### config.mk
export PLATFORM = sky130hd
export DESIGN_NAME = router_sync_np_flat
export DESIGN_NICKNAME = d
export VERILOG_FILES = /design/src/rtl/router_sync_np_if.sv /design/src/rtl/router_sync_np.sv /design/src/flat_wrapper.sv
export SDC_FILE = /design/constraint.sdc
export NUM_CORES = 1
export LEC_CHECK = 0
export CORE_ASPECT_RATIO = 1.1
export CORE_MARGIN = 1.5
export CORE_UTILIZATION = 49
export CTS_BUF_LIST = sky130_fd_sc_hd__clkbuf_4 sky130_fd_sc_hd__clkbuf_8
export CTS_CLUSTER_DIAMETER = 80
export CTS_CLUSTER_SIZE = 24
export DETAILED_ROUTE_END_ITERATION = 16
export GPL_TIMING_DRIVEN = 0
export PLACE_DENSITY = 0.86
export SYNTH_ARGS = -nofsm -noshare
export SYNTH_HDL_FRONTEND = slang
export SYNTH_SLANG_ARGS = --single-unit
### constraint.sdc
create_clock -name clock -period 1.4 [get_ports clock]
set_clock_uncertainty 0.15 [all_clocks]
set_input_delay 0.35 -clock clock [delete_from_list [all_inputs] [get_ports clock]]
set_output_delay 0.35 -clock clock [all_outputs]
set_load 0.005 [all_outputs]
### src/rtl/router_sync_np_if.sv
// Router synchroniser bus: header address, write strobe, FIFO status and per-port controls.
interface router_sync_np_if #(
    parameter int unsigned NUM_PORTS = 3,
    parameter int unsigned ADDR_W    = 2
);
    logic                 detect_add;
    logic [ADDR_W-1:0]    data_in;
    logic                 write_en_reg;
    logic [NUM_PORTS-1:0] empty;
    logic [NUM_PORTS-1:0] full;
    logic [NUM_PORTS-1:0] read_en;
    logic                 timeout_en;
    logic [NUM_PORTS-1:0] write_en;
    logic                 fifo_full;
    logic [NUM_PORTS-1:0] vld_out;
    logic [NUM_PORTS-1:0] soft_reset;
    logic                 addr_err;

    // Upstream / environment side: drives requests and FIFO status
    modport master (
        output detect_add, data_in, write_en_reg, empty, full, read_en, timeout_en,
        input  write_en, fifo_full, vld_out, soft_reset, addr_err
    );

    // Synchroniser side
    modport slave (
        input  detect_add, data_in, write_en_reg, empty, full, read_en, timeout_en,
        output write_en, fifo_full, vld_out, soft_reset, addr_err
    );
endinterface

### src/rtl/router_sync_np.sv
// N-port router synchroniser: address latch, write steering, full mux and stall watchdogs.
module router_sync_np #(
    parameter int unsigned NUM_PORTS = 3,
    parameter int unsigned ADDR_W    = 2,
    parameter int unsigned TIMEOUT   = 30,
    parameter int unsigned CNT_W     = 5
) (
    input logic             clock,
    input logic             resetn,
    router_sync_np_if.slave bus
);
    // One extra bit so the range compare cannot overflow when 2**ADDR_W == NUM_PORTS
    localparam int unsigned      CMP_W    = ADDR_W + 1;
    localparam logic [CNT_W-1:0] CNT_LAST = CNT_W'(TIMEOUT - 1);

    logic [ADDR_W-1:0]    addr_q;
    logic                 addr_vld_q;
    logic                 addr_err_q;
    logic                 addr_ok_c;
    logic [CNT_W-1:0]     cnt_q [NUM_PORTS];
    logic [NUM_PORTS-1:0] soft_reset_q;
    logic [NUM_PORTS-1:0] stall_c;
    logic [NUM_PORTS-1:0] write_en_c;
    logic [NUM_PORTS-1:0] vld_out_c;
    logic                 fifo_full_c;

    // Header address is usable only if it names an implemented port
    assign addr_ok_c = CMP_W'(bus.data_in) < CMP_W'(NUM_PORTS);

    // Latch destination address and its validity on the header strobe
    always_ff @(posedge clock or negedge resetn) begin
        if (!resetn) begin
            addr_q     <= '0;
            addr_vld_q <= 1'b0;
            addr_err_q <= 1'b0;
        end else if (bus.detect_add) begin
            addr_q     <= bus.data_in;
            addr_vld_q <= addr_ok_c;
            addr_err_q <= ~addr_ok_c;
        end
    end

    // Steer write strobe and select full flag of the addressed FIFO; invalid address drops the packet
    always_comb begin
        write_en_c  = '0;
        fifo_full_c = 1'b0;
        for (int i = 0; i < NUM_PORTS; i++) begin
            if (addr_vld_q && (addr_q == ADDR_W'(i))) begin
                write_en_c[i] = bus.write_en_reg;
                fifo_full_c   = bus.full[i];
            end
        end
    end

    // Per-port valid and stall detection
    always_comb begin
        vld_out_c = ~bus.empty;
        stall_c   = {NUM_PORTS{bus.timeout_en}} & vld_out_c & ~bus.read_en;
    end

    // Per-port watchdog: terminal check before increment so the counter never wraps
    always_ff @(posedge clock or negedge resetn) begin
        if (!resetn) begin
            for (int i = 0; i < NUM_PORTS; i++) begin
                cnt_q[i] <= '0;
            end
            soft_reset_q <= '0;
        end else begin
            for (int i = 0; i < NUM_PORTS; i++) begin
                if (stall_c[i] && (cnt_q[i] == CNT_LAST)) begin
                    soft_reset_q[i] <= 1'b1;
                    cnt_q[i]        <= '0;
                end else if (stall_c[i]) begin
                    soft_reset_q[i] <= 1'b0;
                    cnt_q[i]        <= cnt_q[i] + CNT_W'(1);
                end else begin
                    soft_reset_q[i] <= 1'b0;
                    cnt_q[i]        <= '0;
                end
            end
        end
    end

    assign bus.write_en   = write_en_c;
    assign bus.fifo_full  = fifo_full_c;
    assign bus.vld_out    = vld_out_c;
    assign bus.soft_reset = soft_reset_q;
    assign bus.addr_err   = addr_err_q;

endmodule
### src/flat_wrapper.sv
// flat-port wrapper written by rule: the top's interface ports become plain ports
module router_sync_np_flat 
#(
    parameter int unsigned NUM_PORTS = 3,
    parameter int unsigned ADDR_W    = 2,
    parameter int unsigned TIMEOUT   = 30,
    parameter int unsigned CNT_W     = 5
)
  (clock, resetn, bus_detect_add, bus_data_in, bus_write_en_reg, bus_empty, bus_full, bus_read_en, bus_timeout_en, bus_write_en, bus_fifo_full, bus_vld_out, bus_soft_reset, bus_addr_err);
  router_sync_np_if #(.NUM_PORTS(NUM_PORTS), .ADDR_W(ADDR_W)) bus_i ();
  input logic clock;
  input logic resetn;
  input wire logic [$bits(bus_i.detect_add)-1:0] bus_detect_add;
  input wire logic [$bits(bus_i.data_in)-1:0] bus_data_in;
  input wire logic [$bits(bus_i.write_en_reg)-1:0] bus_write_en_reg;
  input wire logic [$bits(bus_i.empty)-1:0] bus_empty;
  input wire logic [$bits(bus_i.full)-1:0] bus_full;
  input wire logic [$bits(bus_i.read_en)-1:0] bus_read_en;
  input wire logic [$bits(bus_i.timeout_en)-1:0] bus_timeout_en;
  output wire logic [$bits(bus_i.write_en)-1:0] bus_write_en;
  output wire logic [$bits(bus_i.fifo_full)-1:0] bus_fifo_full;
  output wire logic [$bits(bus_i.vld_out)-1:0] bus_vld_out;
  output wire logic [$bits(bus_i.soft_reset)-1:0] bus_soft_reset;
  output wire logic [$bits(bus_i.addr_err)-1:0] bus_addr_err;
  assign bus_i.detect_add = bus_detect_add;
  assign bus_i.data_in = bus_data_in;
  assign bus_i.write_en_reg = bus_write_en_reg;
  assign bus_i.empty = bus_empty;
  assign bus_i.full = bus_full;
  assign bus_i.read_en = bus_read_en;
  assign bus_i.timeout_en = bus_timeout_en;
  assign bus_write_en = bus_i.write_en;
  assign bus_fifo_full = bus_i.fifo_full;
  assign bus_vld_out = bus_i.vld_out;
  assign bus_soft_reset = bus_i.soft_reset;
  assign bus_addr_err = bus_i.addr_err;
  router_sync_np #(.NUM_PORTS(NUM_PORTS), .ADDR_W(ADDR_W), .TIMEOUT(TIMEOUT), .CNT_W(CNT_W)) u_core (.clock(clock), .resetn(resetn), .bus(bus_i));
endmodule
==> results by group, run 1 <==
Synthesis
  – Avg Synthesized Cell Area: approximately 11 um2
  – Post-Syn Instances: 90
  – Register bit count reported by yosys: 22
  – Post-synthesis cell type count: 20
  – EDFF count, synth: 0
  – Commonest cells post-synth: 22 x dfrtp_1, 17 x nor2_1, 9 x nand3_1, 8 x inv_1
  – Async SR Flop Fraction: 1.00
  – Top post-synthesis cells by area: dfrtp_1 55%, ha_1 7.5%, nor2_1 6.3%, xor2_1 5.2%, nand3_1 4.5%
  – Most common cell in the netlist: dfrtp_1
  – Register area share after synthesis: 0.547
  – Post-synth top flop: dfrtp_1
  – Syn. warnings: 0
  – Syn nets: 112
  – Mapped Area: about 0.001 mm2
  – Top cell type's share of synthesized area: 0.547
  – Area leader, netlist: dfrtp_1

Global route
  – Vias in the first global route: 757
  – Largest net degree at the start of global routing: 23
  – Total GRT Usage: 0.193
  – First-pass GRT wire length: 3170 um
  – Met1 GRT Util: 0.216
  – Met3 usage: 0.0288
  – Met2 Use GR: 0.329
  – Antenna violations before repair: 0
  – Busiest grt layer: met2
  – Gr ovfl total: 0

Setup path
  – Critical Path Sink: bus_fifo_full
  – Reg2reg setup slack: 0.09 ns
  – CP Launch Type: flip-flop
  – Critical Path Fanout Max: 3
  – CP required: 0.90 ns
  – R2R cell count: 4
  – Crit-path cells: buf_6, mux2i_1, o21ai_1, and2_1, buf_2
  – Worst r2r src: u_core.cnt_q[0]$_DFF_PN0_
  – Slowest CP cell: dfrtp_1
  – Worst setup path startpoint: u_core.addr_q[1]$_DFFE_PN0P_
  – Reg2reg end: u_core.cnt_q[4]$_DFF_PN0_
  – Slowest stage delay, CP: 0.41 ns
  – Setup CP Type: reg2out
  – Worst Setup End Kind: output pin
  – WP data arrival: 1.33 ns

Layout
  – Finished Layout Cells: 153
  – Area grow syn2layout: 35.4%
  – Share of layout cells above drive strength 1: 0.248
  – Fillers: 147
  – Antenna fix cells: 0
  – Nets: around 150

Drt
  – WL/cell: around 13 um
  – Vias after detailed routing: between 700 and 800
  – DRT iter0 DRCs: 7
  – Vias/cell: 5.02
  – DR pass1 iterations: 4
  – DRT antenna net count: 0
  – # DRC: 0
  – Final WL: 2050 um

Clock network
  – CTS Hold Bufs: 0
  – Clock buffer depth: 2
  – CTS tree: done
  – Clk_lat worst skew: 0.31 ns
  – TritonCTS Buffers: 3
  – H-tree depth: 1
  – Clock slew at reported path FFs: between 0.1 and 0.15 ns
  – Sink Count: 22
  – Root Driver: clkbuf_4

STA
  – Final worst slack: -0.427 ns
  – Sum Neg Setup Slack: -1.44 ns
  – Crit share post-route: 1.30
  – Final Slew Violations: 0
  – Slew HR: 0.354
  – RSZ-0062 raised after global routing: true
  – Setup Viol. Count Final: 4
  – Crit path time final: 1.83 ns
  – Worst hold slack: 0.0188 ns
  – Hold Violations, Final: 0
  – Maximum clock frequency: 0.547 GHz
  – Worst slew pin tran: 0.967 ns

Floorplan
  – Chip Width: 46.2 um
  – Full die area: 0.00234 mm2
  – Initial core utilization: 0.509
  – Die height: approximately 51 um
  – Number of cell rows: 17
  – Core Region: 0.00198 mm2
  – I/O pin total: 27

Power and ir drop
  – Comb pwr share: 0.135
  – Pwr dens: 864 mW/mm2
  – Sequential power share: 0.564
  – P_sw: 279 uW
  – Proportion of power drawn by the clock network: 0.301
  – Pint: 900 uW
  – Sw Ratio: 0.237
  – Worst vdd ir: between 0.0007 and 0.0008 V
  – Lkg Pwr: roughly 0.00065 uW

Run
  – Max Cap Viol: 0

Placed design
  – Detailed Place HPWL: 1440 um
  – Inst Count DP: between 100 and 150
  – Final RePlAce weighted congestion: 0.683
  – Number of buffers added on ports: 26

Outcome
  – Status: complete, but fails checks
  – Failing checks: negative setup slack

Min path
  – Worst Hold Class: in2async
-- area by class of cell --
cell class | count | area, um2 | share of cell area
clock buffer | 4 | 36.3 | 0.0266
inverter | 8 | 30.0 | 0.0220
multi-input combinational | 60 | 454 | 0.333
sequential | 22 | 551 | 0.404
tap | 28 | 35.0 | 0.0257
timing repair buffer | 31 | 258 | 0.189
-- worst max-delay path, delay by kind of cell, from the launching register on --
kind	cells	cell delay [ns]
compound gates	1	0.08
simple gates	1	0.14
mux	1	0.14
flops	1	0.41
buf+inv	2	0.25
-- cell families after synthesis --
| family | count (synthesis) | synth area share |
|---|---|---|
| adder cells (fa/ha/maj) | 6 | 0.0745 |
| AO/OA/AOI/OAI | 3 | 0.0174 |
| multiplexers | 3 | 0.0323 |
| XOR/XNOR | 9 | 0.0783 |
| flip-flops | 22 | 0.547 |
| buffers and inverters | 8 | 0.0298 |
| AND/OR/NAND/NOR | 39 | 0.221 |
-- cells in the final DEF (no fill, tap or decap), types with 4 or more instances in the layout --
cell,instances
buf_2,7
dfrtp_1,22
ha_1,6
clkdlybuf4s50_1,10
nor2_1,17
xor2_1,6
dlygate4sd2_1,4
nand3_1,7
inv_1,7
-- routing by layer --
metal / share of wire / vias up / wire [um]
met5: 0 / - / 0
met4: 0.023 / 0 / 48
met3: 0.047 / 5 / 97
met2: 0.51 / 21 / 1050
met1: 0.42 / 374 / 852
li1: - / 368 / -
-- state kept, by name, indices dropped and copies added (netlist names) --
register	cells
u_core.addr_vld_q	1
u_core.addr_q	2
u_core.bus.addr_err	1
u_core.bus.soft_reset	3
u_core.cnt_q	15
-- worst min path at each step --
stage	start	to	slack (ns)	cells past startpoint
global route	resetn	u_core.addr_q[1]$_DFFE_PN0P_	0.1	1
CTS	bus_empty[0]	u_core.bus.soft_reset[0]$_DFF_PN0_	0.19	2
floorplan	resetn	u_core.addr_q[0]$_DFFE_PN0P_	-0.1	0
finish	resetn	u_core.addr_q[1]$_DFFE_PN0P_	0.02	1
global placement	u_core.cnt_q[10]$_DFF_PN0_	u_core.cnt_q[10]$_DFF_PN0_	0.32	1
detailed placement	u_core.cnt_q[10]$_DFF_PN0_	u_core.cnt_q[10]$_DFF_PN0_	0.33	1
-- power by group through the flow --
stage / clock network, uW / logic [uW] / registers (uW)
2_1_floorplan: 0 / 43.4 / 675
3_5_place_dp: 0 / 145 / 679
4_1_cts: 361 / 156 / 665
6_report: 355 / 159 / 665
5_1_grt: 372 / 174 / 667
3_3_place_gp: 0 / 140 / 677
-- repair_timing --
action / in CTS / in global routing
buffers inserted: 4 / 2
endpoints found under the setup margin: 11 / 38
resized for setup: 46 / 6
endpoints found under the hold margin: 0 / 0
pin swaps: 2 / 2
-- through the flow --
| stage | worst slack [ns] | utilization | instance area, um2 | power, uW |
|---|---|---|---|---|
| global placement | -0.703 | 0.658 | 1300 | 816 |
| floorplan | 0.116 | - | 1010 | 718 |
| finish | -0.427 | 0.689 | 1360 | 1180 |
| global route | -0.472 | 0.689 | 1360 | 1210 |
| CTS | -0.434 | 0.684 | 1350 | 1180 |
| detailed placement | -0.752 | 0.658 | 1300 | 824 |
No activity file was read; power rests on OpenSTA's default activity.
==> run 2, diff against run 1 <==
--- a/config.mk
+++ b/config.mk
@@ -7,13 +7,14 @@
 export LEC_CHECK = 0
 export CORE_ASPECT_RATIO = 1.1
 export CORE_MARGIN = 1.5
-export CORE_UTILIZATION = 49
+export CORE_UTILIZATION = 64
 export CTS_BUF_LIST = sky130_fd_sc_hd__clkbuf_4 sky130_fd_sc_hd__clkbuf_8
 export CTS_CLUSTER_DIAMETER = 80
 export CTS_CLUSTER_SIZE = 24
 export DETAILED_ROUTE_END_ITERATION = 16
+export DONT_BUFFER_PORTS = 1
 export GPL_TIMING_DRIVEN = 0
-export PLACE_DENSITY = 0.86
+export PLACE_DENSITY = 0.85
 export SYNTH_ARGS = -nofsm -noshare
 export SYNTH_HDL_FRONTEND = slang
 export SYNTH_SLANG_ARGS = --single-unit
==> results by group, run 2 (synthesis results as in run 1) <==
STA
  – Final worst slack: -0.260 ns (+0.167 ns)
  – Hold Violations, Final: 0 (unchanged)
  – Final Slew Violations: 0 (unchanged)
  – Maximum clock frequency: 0.602 GHz (+10%)
  – Worst slew pin tran: 0.916 ns (-0.0513 ns)
  – Crit path time final: 1.66 ns (-0.167 ns)
  – RSZ-0062 raised after global routing: true
  – Crit share post-route: 1.19 (-0.119)
  – Slew HR: 0.390 (+0.0353)
  – Setup Viol. Count Final: 4 (unchanged)

Drt
  – DRT antenna net count: 0 (unchanged)
  – # DRC: 0 (unchanged)
  – DR pass1 iterations: 4 (unchanged)
  – WL/cell: 14.1 um (+5.2%)
  – Vias after detailed routing: 683 (-11%)
  – Vias/cell: 5.74 (+14%)
  – Final WL: 1680 um (-18%)
  – DRT iter0 DRCs: 4 (-3)

Layout
  – Top reg by flops: u_core.cnt_q
  – Area grow syn2layout: 16.5%
  – Antenna fix cells: 0 (unchanged)
  – Multi-input combinational cell area: 445 um2 (-1.9%)
  – Finished Layout Cells: 119 (-22%)
  – Commonest non-fill, non-tap cell in the layout: dfrtp_1
  – Fillers: 82 (-44%)
  – Sequential cell area: 552 um2 (+0.23%)
  – Largest register FFs: 15 (unchanged)
  – Nets: 126 (-15%)
  – Commonest cells after routing, fill and taps aside: 21 x dfrtp_1, 17 x nor2_1, 8 x inv_1, 7 x nand3_1, 7 x dlygate4sd3_1
  – Share of layout cells above drive strength 1: 0.136 (-0.112)

Global route
  – Antenna violations before repair: 0 (unchanged)
  – Largest net degree at the start of global routing: 23 (unchanged)
  – Gr ovfl total: 0 (unchanged)
  – Vias in the first global route: 668 (-12%)
  – Met3 usage: 0.0804 (+0.0516)
  – First-pass GRT wire length: 2700 um (-15%)
  – Busiest grt layer: met2
  – Met2 Use GR: 0.381 (+0.0525)
  – Met1 GRT Util: 0.254 (+0.0379)
  – Total GRT Usage: 0.236 (+0.0430)

Placed design
  – Inst Count DP: 106 (-26%)
  – Final RePlAce weighted congestion: 0.779 (+14%)
  – Number of buffers added on ports: 0 (-100%)
  – Detailed Place HPWL: 1200 um (-17%)

Setup path
  – Setup CP Type: reg2out
  – CP Launch Type: flip-flop
  – Critical Path Fanout Max: 5 (+2)
  – Worst r2r src: u_core.cnt_q[1]$_DFF_PN0_
  – Worst setup path startpoint: u_core.addr_q[1]$_DFFE_PN0P_
  – WP data arrival: 1.16 ns (-0.17 ns)
  – Reg2reg setup slack: 0.10 ns (about the same)
  – CP required: 0.90 ns (about the same)
  – Worst Setup End Kind: output pin

Min path
  – Worst Hold Launch: bus_data_in[0]
  – Worst Hold Class: in2reg

Power and ir drop
  – Worst vdd ir: 0.000747 V (+1.0%)
  – Lkg Pwr: 0.000532 uW (-18%)
  – Pwr dens: 940 mW/mm2 (+8.8%)
  – Design Power: 1100 uW (-6.4%)

Floorplan
  – Number of cell rows: 14 (-3)
  – Core Region: 0.00142 mm2 (-28%)
  – I/O pin total: 27 (unchanged)
  – Initial core utilization: 0.710 (+0.201)
  – Die height: 44.6 um (-12%)
  – Chip Width: 40.8 um (-12%)
  – Full die area: 0.00182 mm2 (-22%)

Clock network
  – H-tree depth: 1 (unchanged)
  – CTS tree: done
  – Clk_lat worst skew: 0.31 ns (about the same)
  – Sink Count: 22 (unchanged)
  – Clock buffer depth: 2 (unchanged)
  – Root Driver: clkbuf_4
  – TritonCTS Buffers: 3 (unchanged)
  – Clock slew at reported path FFs: 0.12 ns (about the same)

Outcome
  – Failing checks: negative setup slack
  – Status: complete, but fails checks

Run
  – Max Cap Viol: 0 (unchanged)
## run 2: path summary, 6_finish.rpt
check	endpoint	cells past startpoint
hold / removal	u_core.addr_q[0]$_DFFE_PN0P_	1
hold reg to reg	u_core.cnt_q[5]$_DFF_PN0_	1
setup / recovery	bus_fifo_full	3
setup reg to reg	u_core.bus.soft_reset[2]$_DFF_PN0_	4
min in group asynchronous	u_core.addr_q[1]$_DFFE_PN0P_	1
max in group asynchronous	u_core.addr_q[1]$_DFFE_PN0P_	1
## run 2: area by class of cell
class | instances | area share
Tap cell | 16 | 0.0171
Multi-Input combinational cell | 60 | 0.380
Sequential cell | 22 | 0.470
Timing Repair Buffer | 9 | 0.0768
Clock buffer | 4 | 0.0309
Inverter | 8 | 0.0256
## run 2: stage by stage
stage / utilization / setup TNS (ns) / instance area [um2] / hold slack [ns] / setup WS [ns]
floorplan: - / 0 / 1010 / -0.0956 / 0.116
global placement: 0.724 / 0 / 1030 / -0.0952 / 0.0795
detailed placement: 0.724 / 0 / 1030 / -0.0952 / 0.0376
CTS: 0.811 / -0.904 / 1150 / 0.0247 / -0.286
global route: 0.827 / -1.37 / 1170 / 0.0201 / -0.360
finish: 0.827 / -0.804 / 1170 / 0.0323 / -0.260
## run 2: per-layer routing
| metal | vias to the layer above | wire length [um] |
|---|---|---|
| met5 | - | 0 |
| met4 | 0 | 33 |
| met3 | 4 | 103 |
| met2 | 24 | 883 |
| met1 | 325 | 657 |
| li1 | 330 | - |
## run 2: timing repair
item | 4_1_cts | 5_1_grt
endpoints found under the hold margin | 27 | 0
setup endpoints to repair | 4 | 41
gates cloned | 0 | 0
gates resized for setup | 0 | 5
pin swaps | 1 | 0
hold buffers | 8 | 0
buffers inserted | 1 | 0
## run 2: worst max-delay path: stages (launching register included)
cell and delay, ns:
dfrtp_2 0.46, nand3b_1 0.18, o21ai_1 0.07, and2_1 0.14
## run 2: power by group
| group | internal (uW) | switching (uW) |
|---|---|---|
| Combinational | 46.2 | 42.3 |
| Clock | 159 | 189 |
| Sequential | 650 | 16.2 |
| Total | 856 | 248 |
==> run 3, diff against run 2 <==
--- a/config.mk
+++ b/config.mk
@@ -7,14 +7,14 @@
 export LEC_CHECK = 0
 export CORE_ASPECT_RATIO = 1.1
 export CORE_MARGIN = 1.5
-export CORE_UTILIZATION = 64
+export CORE_UTILIZATION = 57
 export CTS_BUF_LIST = sky130_fd_sc_hd__clkbuf_4 sky130_fd_sc_hd__clkbuf_8
 export CTS_CLUSTER_DIAMETER = 80
 export CTS_CLUSTER_SIZE = 24
 export DETAILED_ROUTE_END_ITERATION = 16
 export DONT_BUFFER_PORTS = 1
 export GPL_TIMING_DRIVEN = 0
-export PLACE_DENSITY = 0.85
+export PLACE_DENSITY = 0.8
 export SYNTH_ARGS = -nofsm -noshare
 export SYNTH_HDL_FRONTEND = slang
 export SYNTH_SLANG_ARGS = --single-unit
==> constraint.sdc (replaced) <==
create_clock -name clock -period 1.5 [get_ports clock]
set_clock_uncertainty 0.15 [all_clocks]
set_input_delay 0.375 -clock clock [delete_from_list [all_inputs] [get_ports clock]]
set_output_delay 0.375 -clock clock [all_outputs]
set_load 0.005 [all_outputs]
==> results by group, run 3 (synthesis results as in run 1) <==
Power and ir drop
  – Worst vdd ir: 0.000685 V (-8.3%)
  – Design Power: 951 uW (-14%)
  – Lkg Pwr: 0.000517 uW (-2.9%)
  – Pwr dens: 841 mW/mm2 (-11%)

Layout
  – Area grow syn2layout: 12.3%
  – Fillers: 121 (+48%)
  – Nets: 125 (-0.79%)
  – Top reg by flops: u_core.cnt_q
  – Commonest cells after routing, fill and taps aside: 22 x dfrtp_1, 17 x nor2_1, 9 x nand3_1, 8 x inv_1
  – Antenna fix cells: 0 (unchanged)
  – Share of layout cells above drive strength 1: 0.0990 (-0.0369)
  – Final instance area: 0.00113 mm2 (-3.6%)
  – Largest register FFs: 15 (unchanged)
  – Commonest non-fill, non-tap cell in the layout: dfrtp_1

Clock network
  – Root Driver: clkbuf_4
  – Clk_lat worst skew: 0.30 ns (about the same)
  – Clock slew at reported path FFs: 0.11 ns (about the same)
  – CTS tree: done
  – TritonCTS Buffers: 3 (unchanged)
  – H-tree depth: 1 (unchanged)
  – Sink Count: 22 (unchanged)
  – Clock buffer depth: 2 (unchanged)

STA
  – Crit path time final: 1.65 ns
  – Slew HR: 0.387 (-0.00259)
  – Crit share post-route: 1.10
  – Final Slew Violations: 0 (unchanged)
  – Final worst slack: -0.154 ns (+0.106 ns)
  – Hold Violations, Final: 0 (unchanged)
  – Maximum clock frequency: 0.605 GHz
  – RSZ-0062 raised after global routing: true
  – Worst hold slack: 0.0312 ns (-0.00107 ns)
  – Worst slew pin tran: 0.919 ns (+0.00389 ns)
  – Setup Viol. Count Final: 4 (unchanged)

Global route
  – Gr ovfl total: 0 (unchanged)
  – Antenna violations before repair: 0 (unchanged)
  – Largest net degree at the start of global routing: 23 (unchanged)
  – First-pass GRT wire length: 2560 um (-5.1%)
  – Vias in the first global route: 598 (-10%)
  – Total GRT Usage: 0.180 (-0.0559)

Floorplan
  – Die height: 47.1 um (+5.6%)
  – Number of cell rows: 15 (+1)
  – Initial core utilization: 0.624 (-0.0858)
  – Full die area: 0.00203 mm2 (+11%)
  – I/O pin total: 27 (unchanged)
  – Core Region: 0.00161 mm2 (+14%)
  – Chip Width: 43.1 um (+5.5%)

Drt
  – Final WL: 1570 um (-6.2%)
  – DRT antenna net count: 0 (unchanged)
  – Vias after detailed routing: 667 (-2.3%)
  – Post-Route M1 WL: 706 um (+7.5%)
  – Routed wl met2: 774 um (-12%)
  – Top Layer Used: met4
  – WL/cell: 13.3 um (-5.4%)
  – # DRC: 0 (unchanged)
  – DRT iter0 DRCs: 3 (-1)
  – DR pass1 iterations: 4 (unchanged)
  – Vias/cell: 5.65 (-1.5%)
  – WL met3: 79 um (-23%)

Setup path
  – CP required: 0.97 ns (+0.07 ns)
  – Setup CP Type: reg2out
  – Worst Setup End Kind: output pin
  – Critical Path Fanout Max: 5 (unchanged)
  – CP Launch Type: flip-flop
  – WP data arrival: 1.13 ns (-0.03 ns)

Placed design
  – Dpl cell area: 0.00103 mm2 (+0.12%)
  – Worst setup slack after placement: 0.131 ns (+0.0930 ns)
  – Detailed Place HPWL: 1150 um (-4.0%)
  – Final RePlAce weighted congestion: 0.806 (+3.5%)
  – Number of buffers added on ports: 0 (unchanged)

Min path
  – Worst Hold Class: in2reg

Run
  – Max Cap Viol: 0 (unchanged)

Outcome
  – Failing checks: negative setup slack
  – Status: complete, but fails checks
==> run 3: power by group <==
part	internal (uW)	switching (uW)
clock	93.5	159
combinational	40.1	37.0
sequential	606	14.5
total	740	211
==> run 3: worst paths after layout <==
path | start | end | slack [ns] | cells past startpoint
max in group asynchronous | resetn | u_core.addr_q[0]$_DFFE_PN0P_ | 0.52 | 1
min reg2reg | u_core.cnt_q[5]$_DFF_PN0_ | u_core.cnt_q[5]$_DFF_PN0_ | 0.35 | 1
max reg2reg | u_core.cnt_q[0]$_DFF_PN0_ | u_core.cnt_q[2]$_DFF_PN0_ | 0.20 | 4
min | bus_detect_add | u_core.bus.addr_err$_DFFE_PN0P_ | 0.03 | 1
min in group asynchronous | resetn | u_core.cnt_q[13]$_DFF_PN0_ | 0.12 | 1
max | u_core.addr_q[1]$_DFFE_PN0P_ | bus_fifo_full | -0.15 | 3
==> run 3: routing by layer <==
metal / up-vias / track usage
met4: 0 / 0.115
li1: 326 / -
met1: 319 / 0.228
met5: - / 0
met3: 2 / 0.0538
met2: 20 / 0.275
==> run 3: final cells by class <==
class | count | area [um2] | share of cell area
well taps | 17 | 21.3 | 0.0188
clock buffers | 3 | 22.5 | 0.0199
flip-flops and latches | 22 | 551 | 0.487
repair buffers | 8 | 80.1 | 0.0708
inverters | 8 | 30.0 | 0.0265
multi-input cells | 60 | 427 | 0.377
==> run 3: what timing repair did <==
item / 4_1_cts / 5_1_grt
resized for setup: 0 / 1
setup buffers: 1 / 0
hold buffers: 7 / 0
pin swaps: 1 / 0
setup endpoints to repair: 4 / 26
endpoints found under the hold margin: 25 / 0
==> run 3: per-stage QoR <==
| step | instances | util | setup TNS (ns) |
|---|---|---|---|
| after floorplan | 90 | - | 0 |
| after detailed placement | 107 | 0.637 | 0 |
| after global routing | 118 | 0.701 | -0.654 |
| final | 118 | 0.701 | -0.308 |
| after CTS | 118 | 0.699 | -0.391 |
| after global placement | 107 | 0.637 | 0 |
==> run 3: critical path: stages, from the launching register on <==
cell     delay [ns]
dfrtp_1        0.43
mux2i_1        0.20
o21ai_1        0.06
and2_1         0.15
